[src/rtl/dmem_arbiter.sv]
// Two-requester arbiter and single-cycle access sequencer for the data memory.
// Define DMEM_ARB_RR_EN for round-robin arbitration; the default build uses fixed priority (requester 0 wins).
module dmem_arbiter #(
    parameter int ADDR_W = 4,
    parameter int DATA_W = 8
) (
    input  logic              i_clk,
    input  logic              i_rst,
    input  logic              i_req0,
    input  logic              i_we0,
    input  logic [ADDR_W-1:0] i_addr0,
    input  logic [DATA_W-1:0] i_wdata0,
    output logic              o_ack0,
    output logic [DATA_W-1:0] o_rdata0,
    input  logic              i_req1,
    input  logic              i_we1,
    input  logic [ADDR_W-1:0] i_addr1,
    input  logic [DATA_W-1:0] i_wdata1,
    output logic              o_ack1,
    output logic [DATA_W-1:0] o_rdata1,
    output logic              o_mem_en,
    output logic              o_mem_wen,
    output logic [ADDR_W-1:0] o_mem_addr,
    output logic [DATA_W-1:0] o_mem_wdata,
    input  logic [DATA_W-1:0] i_mem_rdata,
    output logic              o_busy,
    output logic              o_owner
);

    typedef enum logic [1:0] {
        S_IDLE,
        S_ACCESS,
        S_ACK
    } state_t;

    state_t            r_state;
    logic              r_owner;
    logic              r_we;
    logic [ADDR_W-1:0] r_addr;
    logic [DATA_W-1:0] r_wdata;
    logic [DATA_W-1:0] r_rdata;

    logic w_any_req;
    logic w_winner;
    logic w_access;
    logic w_ack;

    assign w_any_req = i_req0 | i_req1;

`ifdef DMEM_ARB_RR_EN
    logic r_ptr;

    // A lone requester wins outright; the pointer only breaks ties.
    assign w_winner = (i_req0 & i_req1) ? r_ptr : i_req1;

    always_ff @(posedge i_clk or posedge i_rst) begin
        if (i_rst) begin
            r_ptr <= 1'b0;
        end else if (r_state == S_IDLE && w_any_req) begin
            r_ptr <= ~w_winner;
        end
    end
`else
    assign w_winner = ~i_req0;
`endif

    // NOTE: sequential state uses non-blocking assignments so every register
    // samples pre-edge values, independent of statement order.
    always_ff @(posedge i_clk or posedge i_rst) begin
        if (i_rst) begin
            r_state <= S_IDLE;
            r_owner <= 1'b0;
            r_we    <= 1'b0;
            r_addr  <= '0;
            r_wdata <= '0;
            r_rdata <= '0;
        end else begin
            case (r_state)
                S_IDLE: begin
                    if (w_any_req) begin
                        r_state <= S_ACCESS;
                        r_owner <= w_winner;
                        r_we    <= w_winner ? i_we1    : i_we0;
                        r_addr  <= w_winner ? i_addr1  : i_addr0;
                        r_wdata <= w_winner ? i_wdata1 : i_wdata0;
                    end
                end
                S_ACCESS: begin
                    r_state <= S_ACK;
                    r_rdata <= i_mem_rdata;
                end
                S_ACK: begin
                    r_state <= S_IDLE;
                end
                default: begin
                    r_state <= S_IDLE;
                end
            endcase
        end
    end

    // Outputs decode straight from registered state, so an async reset clears them at once.
    assign w_access    = (r_state == S_ACCESS);
    assign w_ack       = (r_state == S_ACK);

    assign o_mem_en    = w_access;
    assign o_mem_wen   = w_access & r_we;
    assign o_mem_addr  = w_access ? r_addr  : '0;
    assign o_mem_wdata = w_access ? r_wdata : '0;

    assign o_ack0      = w_ack & ~r_owner;
    assign o_ack1      = w_ack &  r_owner;
    assign o_rdata0    = o_ack0 ? r_rdata : '0;
    assign o_rdata1    = o_ack1 ? r_rdata : '0;

    assign o_busy      = (r_state != S_IDLE);
    assign o_owner     = r_owner;

endmodule

[config.mk]
export PLATFORM = sky130hd
export DESIGN_NAME = dmem_arbiter
export DESIGN_NICKNAME = d
export VERILOG_FILES = /design/src/rtl/dmem_arbiter.sv
export SDC_FILE = /design/constraint.sdc
export NUM_CORES = 1
export LEC_CHECK = 0
export ABC_AREA = 0
export BUFFER_PORTS_ARGS = -buffer_cell sky130_fd_sc_hd__buf_2
export CAP_MARGIN = 20
export CORE_ASPECT_RATIO = 1.25
export CORE_UTILIZATION = 40
export CTS_CLUSTER_DIAMETER = 150
export CTS_CLUSTER_SIZE = 8
export DETAILED_ROUTE_END_ITERATION = 16
export PLACE_DENSITY = 0.76
export SLEW_MARGIN = 15
export SYNTH_ARGS = -nofsm -noshare
export SYNTH_HDL_FRONTEND = slang
export SYNTH_SLANG_ARGS = --single-unit
export TNS_END_PERCENT = 30
[constraint.sdc]
create_clock -name i_clk -period 1.4 [get_ports i_clk]
set_clock_uncertainty 0.15 [all_clocks]
set_input_delay 0.21 -clock i_clk [delete_from_list [all_inputs] [get_ports i_clk]]
set_output_delay 0.21 -clock i_clk [all_outputs]
set_load 0.02 [all_outputs]
==> Word-level counts from Yosys, hierarchy flattened <==
Cells that the tools add are included.
{ "classes": {"eq_ne": 3, "muxes": 9, "n_bitwise": 6, "reduce_logical": 3} }
{ "op_table": {"columns": ["cell", "count"], "rows": [
  ["8-bit two-way mux", 4],
  ["4-bit two-way mux", 2],
  ["2-bit case mux with 2 select lines", 1],
  ["1-bit bitwise AND", 3],
  ["2-bit by 1-bit equality test with 1-bit output, second input constant", 1],
  ["2-bit equality test, second input constant", 1],
  ["2-bit zero test", 1],
  ["2-bit two-way mux", 1],
  ["2-bit != test, second input constant", 1],
  ["1-bit NOT", 2],
  ["2-bit AND reduction", 1],
  ["2-bit nonzero test", 1],
  ["1-bit two-way mux", 1],
  ["1-bit bitwise OR", 1]
]} }
{ "word_totals": {"regBits": 24, "inputBits": 38} }

==> Depth between registers and ports, before layout <==
{ "depth": {"depth_word": 3, "mapped_depth": 4} }

==> Least setup slack after synthesis <==
OpenSTA, ideal clock, no wires.
{ "synth_path": {"kind": "reg2out", "start": "register r_owner (netlist: o_owner)", "end": "output o_rdata0[0]", "t_arrival_ns": 1.297, "t_required_ns": 1.040, "slack_ns": -0.257, "stages_incl_launch_ff": 3, "path_buffers": 0, "path_cell_list": "dfrtp_1 nor3b_2 and2_1"} }
{ "synth_via": {"elab_chain_len": 3} }
{ "synth_lines": {"columns": ["item", "line_no", "source"], "rows": [
  ["start, declared", "37", "logic r_owner;"],
  ["start signal, assigned", "82", "r_owner <= w_winner;"],
  ["1-bit NOT", "111", "assign o_ack0 = w_ack & ~r_owner;"],
  ["1-bit bitwise AND", "111", null],
  ["via o_ack0", "13", "output logic o_ack0,"],
  ["8-bit two-way mux", "113", "assign o_rdata0 = o_ack0 ? r_rdata : '0;"],
  ["end, declared", "14", "output logic [DATA_W-1:0] o_rdata0,"]
]} }
The timed path passes the listed nets, and every way through them passes these cells.

==> Worst setup path after layout <==
{ "layout_path": {"start": "register r_state[0]", "end": "output o_rdata0[2]"} }
{ "layout_via": {"elab_chain_len": 3} }
{ "layout_lines": {"columns": ["item", "line_no", "source"], "rows": [
  ["start, declared", "36", "state_t r_state;"],
  ["start signal, assigned", "71", "r_state <= S_IDLE;"],
  ["start signal, assigned", "81", "r_state <= S_ACCESS;"],
  ["start signal, assigned", "89", "r_state <= S_ACK;"],
  ["2-bit equality test", "104", "assign w_ack = (r_state == S_ACK);"],
  ["1-bit bitwise AND", "111", null],
  ["8-bit two-way mux", "113", null]
]} }
No other way between the ends.

==> run summary <==
Run status = complete, but fails checks
Violated checks = setup timing
Drt wl/cell = 15.0 microns
Vias in the first global route = 1,119
Final RePlAce weighted congestion = 0.730
Rows = 22
Initial Util = 43.6%
Worst-path clk slew = 0.14 ns
Die height = 66.3 microns
Max VDD drop = 1230 uV
Min cycle time layout = 1.80 ns
Final ANT Viol Nets = 0
Fill count = 218
Crit path cell chain = nor3b_4, and2_2, buf_4
CTS buffer count = 3
Crit path largest cell delay = 0.51 ns
Number of diodes = 0
CP max-delay cell = dfrtp_2
Largest net degree at the start of global routing = 25
Dpl cell area = 0.00174 sq mm
Asr flop ratio synth = 100%
Mapped Nets = 141
Mux cell area share after synthesis = 31.5%
Largest family of logic cells by synthesized area = multiplexers
Fin util = 71.2%
Synthesized area = 0.00132 sq mm
Worst hold stages = 2
CTS tree = done
Adder-cell share of the synthesized area = 0%
Mapped Avg Cell Area = 12.8 sq um
Root buffer cell = clkbuf_4
Worst Tran Pin Value = 0.301 ns
Worst Path Max Fanout = 8
Synth warn = 0
Initial antenna violation count = 0
Via count = 1,118
Gr ovfl total = 0
Vias per cell = 4.93
Count leader, synth = and2_1
Initial drt markers = 8
Multi-input logic area = 777 sq um
Hpwl dp = 1970 microns
Static Leakage = 1.08 nW
IO Port Bufs = 71
Share of cells above drive strength 1 = 75.4%
EDFF count, synth = 0
Largest cells by area after synthesis = dfrtp_1 45%, mux2_2 21%, and2_1 14%
Power per cell area = 2090 mW/mm^2
Global-route wire length before repair = 5220 microns
Synth Area in XOR/XNOR = 0%
Critical Path Sink Type = output port
Peak Freq = 0.554 GHz
Die ar. = 0.00354 sq mm
Stages on the worst setup path = 3
Top_reg_cell synth = dfrtp_1
Die X = 53.4 microns
Sum of negative setup slack = -15.13 ns
CTS max path bufs = 2
Core area = 0.00303 sq mm
Detailed Route WL = 3410 microns
Slew Viols, Final = 0
H-Tree Depth = 1
Period utilization = 129%
IO Count = 72
Final Cell Area = 0.00216 sq mm
Gate Count Post-Synth = 103
Critical path arrival = 1.44 ns
Worst Setup Start Kind = register
Final setup viols = 54
Compound-Gate Fraction of Synth Area = 1.89%
Worst r2r path cells = 4
Final setup margin = -0.405 ns
Simple-gate portion of the synthesized area = 17.0%
Slew HR = 79.9%
Top post-synthesis cells by count = 29 x and2_1, 25 x mux2_2, 24 x dfrtp_1
Area leader, netlist = dfrtp_1
Bufs and invs on worst path = 1
Setup CP Type = register to output port
Final hold viol count = 0
Top cell type's share of synthesized area = 45.5%
# DRC = 0
Max-cap viol count = 0
Synth-to-layout area growth = 63.2%
Seq cells post-synth = 24
Worst skew pair latency = 0.31 ns
Count of nets after finishing = 230
Top Family by Delay on Critical Path = flip-flops
Drt first pass iters = 4
Place WS = -0.130 ns
GR Util All Layers = 20.5%
CTS Sinks = 24
Yosys cell types = 15
Storage cell area = 604 sq um
HP Class = primary input to register
Worst EP required = 1.04 ns
Sequential fraction of the synthesis area = 45.5%
Total power = 4.51 mW
RSZ-0062 raised after global routing = yes
==> sequential cells by signal, summed over array words and instances, names as in the netlist <==
name / cells
r_addr: 4
r_rdata: 8
r_state: 2
r_we: 1
r_wdata: 8
o_owner: 1
==> worst paths after layout <==
path,slack (ns),end,startpoint
max,-0.40,o_rdata0[2],r_state[0]
min,0.04,o_owner,i_req0
max reg2reg,-0.28,r_we,r_state[1]
min reg2reg,0.37,r_addr[3],r_addr[3]
max in group asynchronous,0.54,o_owner,i_rst
min in group asynchronous,0.31,r_wdata[4],i_rst
==> metrics by stage <==
step                      hold WS, ns  std cells
final                          0.0409        227
after global placement          0.109        207
after floorplan                0.0746        103
after detailed placement        0.121        207
after global routing           0.0141        227
after CTS                      0.0362        225
==> worst register-to-register path, cell delays in order, from the launching register on <==
cell	delay, ns
dfrtp_2	0.47
buf_4	0.15
nor2_2	0.14
o21a_4	0.30
mux2_2	0.38
==> final cells by class <==
cell class,count,share of cell area (%)
timing repair buffer,87,31.1
clock inverter,1,1.39
tap,36,2.09
multi-input combinational,74,36.0
sequential,24,28.0
clock buffer,3,1.04
inverter,2,0.348
==> what timing repair did <==
action / CTS / global route
hold buffers: 9 / 0
pin swaps: 7 / 5
gates resized for setup: 62 / 11
setup endpoints to repair: 54 / 55
buffers inserted: 2 / 2
gates cloned: 3 / 0
hold endpoints to repair: 32 / 0
==> layer usage <==
metal / vias to the layer above / wire, microns / GRT usage [%]
met5: - / 0 / 0
met4: 0 / 19 / 6.25
met3: 2 / 186 / 2.07
met2: 54 / 1880 / 37.7
met1: 536 / 1330 / 23.9
li1: 526 / - / -
==> power breakdown <==
group	leakage (nW)	internal (mW)	switching (mW)
Clock	0.0279	0.289	0.210
Sequential	0.278	1.06	0.306
Combinational	0.775	1.53	1.11
Total	1.08	2.88	1.63
==> cells in the final DEF (no fill, tap or decap), drive strengths merged <==
master / synthesis / layout
nor3b: 1 / 2
a21oi: 2 / 2
mux2: 34 / 34
dfrtp: 24 / 24
inv: 2 / 2
nor2: 1 / 1
bufinv: 0 / 1
and2b: 1 / 2
o21a: 1 / 1
nor2b: 1 / 1
and3b: 1 / 2
dlygate4sd3: 0 / 9
clkbuf: 2 / 3
buf: 4 / 78
and2: 29 / 29
==> cells by family (layout without fill, tap and decap cells) <==
group,Yosys count,count (layout)
multiplexers,34,34
AND/OR/NAND/NOR,34,37
flip-flops,24,24
buffers and inverters,8,93
AO/OA/AOI/OAI,3,3
No activity file was read; power rests on OpenSTA's default activity.
